--- src/rtl/demux8_dispatch_if.sv ---
// Dispatcher bus: producer valid/ready input side plus the 8-lane output side.
// slave = dispatcher, master = producer/consumer environment.
interface demux8_dispatch_if #(
  parameter int WIDTH = 32,
  parameter int CNT_W = 16
);
  logic             in_valid;
  logic             in_ready;
  logic [WIDTH-1:0] in_data;
  logic [2:0]       in_sel;
  logic             in_bcast;
  logic [WIDTH-1:0] out_data;
  logic [7:0]       out_valid;
  logic [7:0]       out_ready;
  logic             busy;
  logic [CNT_W-1:0] done_cnt;

  modport slave (
    input  in_valid, in_data, in_sel, in_bcast, out_ready,
    output in_ready, out_data, out_valid, busy, done_cnt
  );

  modport master (
    output in_valid, in_data, in_sel, in_bcast, out_ready,
    input  in_ready, out_data, out_valid, busy, done_cnt
  );
endinterface

--- src/rtl/demux8_dispatch.sv ---
// 1-to-8 dispatcher: holds one word on a shared bus with per-lane valids.
// Ports: clk, rst_n (async low), bus (demux8_dispatch_if.slave).
module demux8_dispatch #(
  parameter int WIDTH = 32,
  parameter int CNT_W = 16
) (
  input  logic                clk,
  input  logic                rst_n,
  demux8_dispatch_if.slave    bus
);

  localparam logic [0:0] IDLE = 1'b0;
  localparam logic [0:0] HOLD = 1'b1;

  logic [0:0]       state;
  logic [0:0]       state_n;
  logic [7:0]       pending;
  logic [7:0]       pending_n;
  logic [7:0]       remain;
  logic [7:0]       new_mask;
  logic [WIDTH-1:0] data_q;
  logic [CNT_W-1:0] cnt_q;
  logic             accept;
  logic             complete;
  logic             rdy;

  // Lanes that still owe acceptance after this edge.
  assign remain   = pending & ~bus.out_ready;
  assign rdy      = (pending == 8'h00) | (remain == 8'h00);
  assign accept   = bus.in_valid & rdy;
  assign complete = (pending != 8'h00) & (remain == 8'h00);
  assign new_mask = bus.in_bcast ? 8'hFF : (8'h01 << bus.in_sel);

  // A new acceptance replaces the old mask outright; no merge.
  always_comb begin
    pending_n = remain;
    if (accept) pending_n = new_mask;
    state_n = (pending_n != 8'h00) ? HOLD : IDLE;
  end

  always_ff @(posedge clk or negedge rst_n) begin
    if (!rst_n) begin
      state   <= IDLE;
      pending <= 8'h00;
      data_q  <= '0;
      cnt_q   <= '0;
    end else begin
      state   <= state_n;
      pending <= pending_n;
      if (accept) data_q <= bus.in_data;
      if (complete) cnt_q <= cnt_q + CNT_W'(1);
    end
  end

  assign bus.in_ready  = rdy;
  assign bus.out_data  = data_q;
  assign bus.out_valid = pending;
  assign bus.busy      = (state == HOLD);
  assign bus.done_cnt  = cnt_q;

endmodule

--- src/flat_wrapper.sv ---
// flat-port wrapper written by rule: the top's interface ports become plain ports
module demux8_dispatch_flat 
#(
  parameter int WIDTH = 32,
  parameter int CNT_W = 16
)
  (clk, rst_n, bus_in_valid, bus_in_data, bus_in_sel, bus_in_bcast, bus_out_ready, bus_in_ready, bus_out_data, bus_out_valid, bus_busy, bus_done_cnt);
  demux8_dispatch_if #(.WIDTH(WIDTH), .CNT_W(CNT_W)) bus_i ();
  input  logic clk;
  input  logic rst_n;
  input wire logic [$bits(bus_i.in_valid)-1:0] bus_in_valid;
  input wire logic [$bits(bus_i.in_data)-1:0] bus_in_data;
  input wire logic [$bits(bus_i.in_sel)-1:0] bus_in_sel;
  input wire logic [$bits(bus_i.in_bcast)-1:0] bus_in_bcast;
  input wire logic [$bits(bus_i.out_ready)-1:0] bus_out_ready;
  output wire logic [$bits(bus_i.in_ready)-1:0] bus_in_ready;
  output wire logic [$bits(bus_i.out_data)-1:0] bus_out_data;
  output wire logic [$bits(bus_i.out_valid)-1:0] bus_out_valid;
  output wire logic [$bits(bus_i.busy)-1:0] bus_busy;
  output wire logic [$bits(bus_i.done_cnt)-1:0] bus_done_cnt;
  assign bus_i.in_valid = bus_in_valid;
  assign bus_i.in_data = bus_in_data;
  assign bus_i.in_sel = bus_in_sel;
  assign bus_i.in_bcast = bus_in_bcast;
  assign bus_i.out_ready = bus_out_ready;
  assign bus_in_ready = bus_i.in_ready;
  assign bus_out_data = bus_i.out_data;
  assign bus_out_valid = bus_i.out_valid;
  assign bus_busy = bus_i.busy;
  assign bus_done_cnt = bus_i.done_cnt;
  demux8_dispatch #(.WIDTH(WIDTH), .CNT_W(CNT_W)) u_core (.clk(clk), .rst_n(rst_n), .bus(bus_i));
endmodule
--- config.mk ---
export PLATFORM = sky130hd
export DESIGN_NAME = demux8_dispatch_flat
export DESIGN_NICKNAME = d
export VERILOG_FILES = /design/src/rtl/demux8_dispatch_if.sv /design/src/rtl/demux8_dispatch.sv /design/src/flat_wrapper.sv
export SDC_FILE = /design/constraint.sdc
export NUM_CORES = 1
export LEC_CHECK = 0
export BUFFER_PORTS_ARGS = -buffer_cell sky130_fd_sc_hd__buf_4
export CORE_AREA = 2 2 84 78
export CTS_BUF_LIST = sky130_fd_sc_hd__clkbuf_8
export CTS_CLUSTER_SIZE = 16
export DETAILED_ROUTE_END_ITERATION = 8
export DIE_AREA = 0 0 86 80
export PLACE_DENSITY = 0.69
export SYNTH_ARGS = -nofsm -noshare
export SYNTH_HDL_FRONTEND = slang
export SYNTH_SLANG_ARGS = --single-unit
--- constraint.sdc ---
create_clock -name clk -period 2.15 [get_ports clk]
set_clock_uncertainty 0.05 [all_clocks]
set_input_delay 0.43 -clock clk [delete_from_list [all_inputs] [get_ports clk]]
set_output_delay 0.43 -clock clk [all_outputs]
set_load 0.005 [all_outputs]
Yosys cells after proc, flatten, opt, wreduce, memory -nomap -nowiden --
Cells that the tools add are included.
Operators by class: add/subtract/negate cells 1, shifts and indexed selects 1, muxes and demuxes 3, bitwise operators 5, reductions and logical operators 4
Operator list (count):
- adder 16 x 1 -> 16 bit (second input constant) | 1
- zero test 8 bit | 2
- 2-to-1 mux 8 bit | 2
- nonzero test 8 bit | 2
- bitwise AND 8 bit | 1
- NOT 8 bit | 1
- left shift 1 x 3 -> 8 bit (first input constant) | 1
- bitwise AND 1 bit | 2
- 2-to-1 mux 1 bit | 1
- bitwise OR 1 bit | 1
Word-level totals: register bits 57, input port bits 47, output and inout bits 58

Depth between registers and ports, before layout --
depth in word-level cells 8, depth in mapped cells 6, depth with buffers taken out 5

Worst setup path before layout --
OpenSTA, ideal clock, no wires.
kind register to register, start point reg u_core.pending[6], in the netlist u_core.bus.out_valid[6], end point reg u_core.cnt_q[1], in the netlist u_core.bus.done_cnt[1], setup time 125 ps, arrival time 1502 ps, required time 1975 ps, path slack 474 ps, stages on the path, launching flop included 4, path buffers 0, cells stage by stage dfrtp_1 > or4_1 > o21ai_1 > mux2_2
Between the ends: cells in the longest elaborated chain, start to end 3
Ends and longest elaborated chain:
- from (decl) | RTL line demux8_dispatch.sv:17 | logic [7:0] pending;
- from (signal assigned) | RTL line demux8_dispatch.sv:49 | pending <= pending_n;
- bitwise AND 8 bit | RTL line demux8_dispatch.sv:28 | assign remain = pending & ~bus.out_ready;
- zero test 8 bit | RTL line demux8_dispatch.sv:31 | assign complete = (pending != 8'h00) & (remain == 8'h00);
- bitwise AND 1 bit (*) | RTL line demux8_dispatch.sv:31
- to (signal assigned) | RTL line demux8_dispatch.sv:51 | if (complete) cnt_q <= cnt_q + CNT_W'(1);
- to (decl) | RTL line demux8_dispatch.sv:22 | logic [CNT_W-1:0] cnt_q;
Mark *: on every way between the ends. The rest lies on a longest branch, timed or not. A chain may end at the register's enable or synchronous reset.

Worst setup path after layout --
start point reg u_core.pending[4], in the netlist u_core.bus.out_valid[4], end point out bus_in_ready
Between the ends: cells in the longest elaborated chain, start to end 3
Ends and longest elaborated chain:
- bitwise AND 8 bit | RTL line demux8_dispatch.sv:28
- zero test 8 bit | RTL line demux8_dispatch.sv:29 | assign rdy = (pending == 8'h00) | (remain == 8'h00);
- bitwise OR 1 bit (*) | RTL line demux8_dispatch.sv:29
- to (decl) | RTL line flat_wrapper.sv:16 | output wire logic [$bits(bus_i.in_ready)-1:0] bus_in_ready;
Marked as above.

==> impl_metrics.csv <==
group,metric,value,unit
run_status,status,"completed",
detailed_routing,vias,1765,
grt,antenna_found_initial,0,
synthesis,synth_flop_cell,"dfrtp_1",
cts,root_buffer,"clkbuf_8",
placement,dp_hpwl,3870,µm
grt,use_met3,6.41,%
synthesis,postSynth.asyncResetShare,100,%
detailed_routing,ant_nets,0,
synthesis,synth_common_cells,"dfrtp_1 (57), mux2_2 (23), xnor2_1 (14)",
cts,numCtsBuffers,9,
synthesis,yosysMostFrequentCell,"dfrtp_1",
cts,cts_tree,"built",
cts,h-tree-depth,3,
die,dieArea,6880,µm²
die,chipWidth,86,µm
setup_path,critPathMaxStageDelay,0.41,ns
die,core_area,5980,µm²
timing,tns,0,ns
cts,ctsResizeCount,0,
placement,post-place-cells,347,
synthesis,synth_seq_area_share,60.4,%
min_path,hp-class,"primary input to async pin",
cells_and_area,layoutNonFillerInstCount,363,
timing,setup_viol,0,
cells_and_area,nets,334,
cts,cts_max_path_buffers,2,
detailed_routing,route.detailed.drc,0,
power,power_leakage,0.00163,µW
cts,insertion_delay,0.32,ns
detailed_routing,drt-total-wl,5240,µm
synthesis,syn-instance-count,174,
power,power_density,1360,nW/µm²
detailed_routing,vias_per_cell,4.86,
die,start_util,39.5,%
timing,slew_headroom,52.9,%
synthesis,synth-seq-cells,57,
die,die_y,80,µm
detailed_routing,drt_iter0_markers,88,
cells_and_area,syn2layout_area_growth,44.9,%
grt,track_usage,15.9,%
setup_path,worstPathRequired,1.67,ns
setup_path,worstPathCellList,"nand2b_1 > nand4_2 > nor2_2 > buf_4",
die,io_pins,105,
placement,dpl-instance-area,3210,µm²
synthesis,synth_area,2360,µm²
setup_path,crit_path_start_kind,"flip-flop",
cts,ctsHoldBuffers,0,
cells_and_area,drive_gt1_share,52.2,%
cells_and_area,fill_cells,533,
synthesis,yosysTopAreaCellShare,60.4,%
grt,grt_max_degree,58,
setup_path,cp.arrival,1.38,ns
setup_path,criticalPathCategory,"flip-flop to primary output",
die,num_rows,27,
setup_path,path_max_fanout,4,
job,drv_cap,0,
timing,timing.hold.ws,0.110,ns
power,power.total,4660,µW
power,vdd_drop_max,598,µV
timing,hold_violations,0,
detailed_routing,first_pass_iters,4,
cts,cts_setup_buffers,0,
synthesis,synth_edf_count,0,
cts,numClockSinks,57,
placement,place.gp.congestion,0.784,
synthesis,syn_nets,222,
cts,clk_pin_slew,0.06,ns
synthesis,synth.area.top_cells,"dfrtp_1 (60%), mux2_2 (11%), xnor2_1 (5.2%)",
grt,grt_remaining_overflow,0,
placement,io_buffers,104,
detailed_routing,wl_per_cell,14.4,µm
cells_and_area,final_cell_area,3420,µm²
synthesis,ys_types,30,
timing,timing_max_transition_violations_final,0,
setup_path,endpoint_kind,"primary output",
grt,grt_pass1_wl,8300,µm
timing,worst_slew_pin_slew,0.706,ns
synthesis,yosysWarnings,0,
synthesis,netlist.top_cell.by_area,"dfrtp_1",
grt,grt_pass1_vias,1735,
timing,max_freq,0.536,GHz
timing,min_period,1.86,ns
grt,use_met2,24.1,%
synthesis,avgSynthCellArea,13.6,µm²
timing,timing.final.crit_share,86.7,%
grt,grt-busiest-layer,"met2",
setup_path,crit_slowest_cell,"dfrtp_1",
timing,rsz0062_at_grt,"no",
cells_and_area,diodes,0,
grt,use_met1,21.0,%
## registers in the layout, indices dropped and copies added (netlist names)
register / flops
u_core.bus.busy: 1
u_core.bus.done_cnt: 16
u_core.bus.out_data: 32
u_core.bus.out_valid: 8
## kinds of logic after synthesis
group	after synthesis	share of synthesized area (%)
DFF	57	60.4
and+or+nand+nor	41	10.5
muxes	33	15.7
AOI/OAI and AO/OA	19	4.67
xor gates and xnor gates	15	5.57
buffers and inverters	8	2.54
adders and majority gates	1	0.530
## final timing paths
path / startpoint / to / slack [ns] / cells after the start
max in group asynchronous: rst_n / u_core.bus.done_cnt[6] / 1.48 / 1
worst max register to register: u_core.bus.out_valid[4] / u_core.bus.out_data[10] / 0.36 / 6
worst max-delay path: u_core.bus.out_valid[4] / bus_in_ready / 0.29 / 4
worst min register to register: u_core.bus.done_cnt[15] / u_core.bus.done_cnt[15] / 0.43 / 1
min in group clk: bus_in_data[17] / u_core.bus.out_data[17] / 0.26 / 2
worst min-delay path: rst_n / u_core.bus.out_data[17] / 0.11 / 1
## per-stage QoR
step | utilization (%) | setup slack [ns]
final | 57.2 | 0.285
after global placement | 53.7 | 0.264
after CTS | 57.2 | 0.261
after floorplan | - | 0.474
after detailed placement | 53.7 | 0.225
after global routing | 57.2 | 0.170
## critical path, delay by kind of cell (launching register included)
kind	cells	cell delay, ns
flops	1	0.41
simple gates	3	0.51
buf+inv	1	0.14
## per-layer routing
layer / up-vias / part of all wire, %
met1: 842 / 44
met2: 80 / 47
li1: 839 / -
met5: - / 0
met4: 0 / 0.42
met3: 4 / 8.8
## report_power, final
part	internal, µW	leakage [µW]	switching [µW]
Combinational	1110	0.000814	694
Clock	641	0.000110	408
Sequential	1520	0.000702	291
## placed cells by master (no fill, tap or decap), types with 2 or more instances in the layout
master,synthesis,routed
buf_4,0,105
dfrtp_1,57,57
mux2_2,23,23
xnor2_1,14,14
mux2_1,10,10
clkbuf_8,0,9
nand2b_1,8,8
o21ai_0,8,8
nand2_1,8,8
nand3_1,7,7
a31oi_1,6,6
inv_1,3,4
nand4_1,3,3
clkinv_2,0,3
nand4_2,2,2
nor2_1,2,2
a21oi_1,2,2
o21ai_1,2,2
nor3_2,2,2
bufinv_16,0,2
## cell type report
class                           instances  area (µm²)  area share (%)
Clock buffer                            9         124            3.62
Clock inverter                          7        86.3            2.52
Inverter                                3        11.3           0.329
Multi-Input combinational cell        109         873            25.5
Sequential cell                        57        1430            41.7
Tap cell                               72        90.1            2.63
Timing Repair Buffer                  106         808            23.6
(Power assumes the default switching activity.)
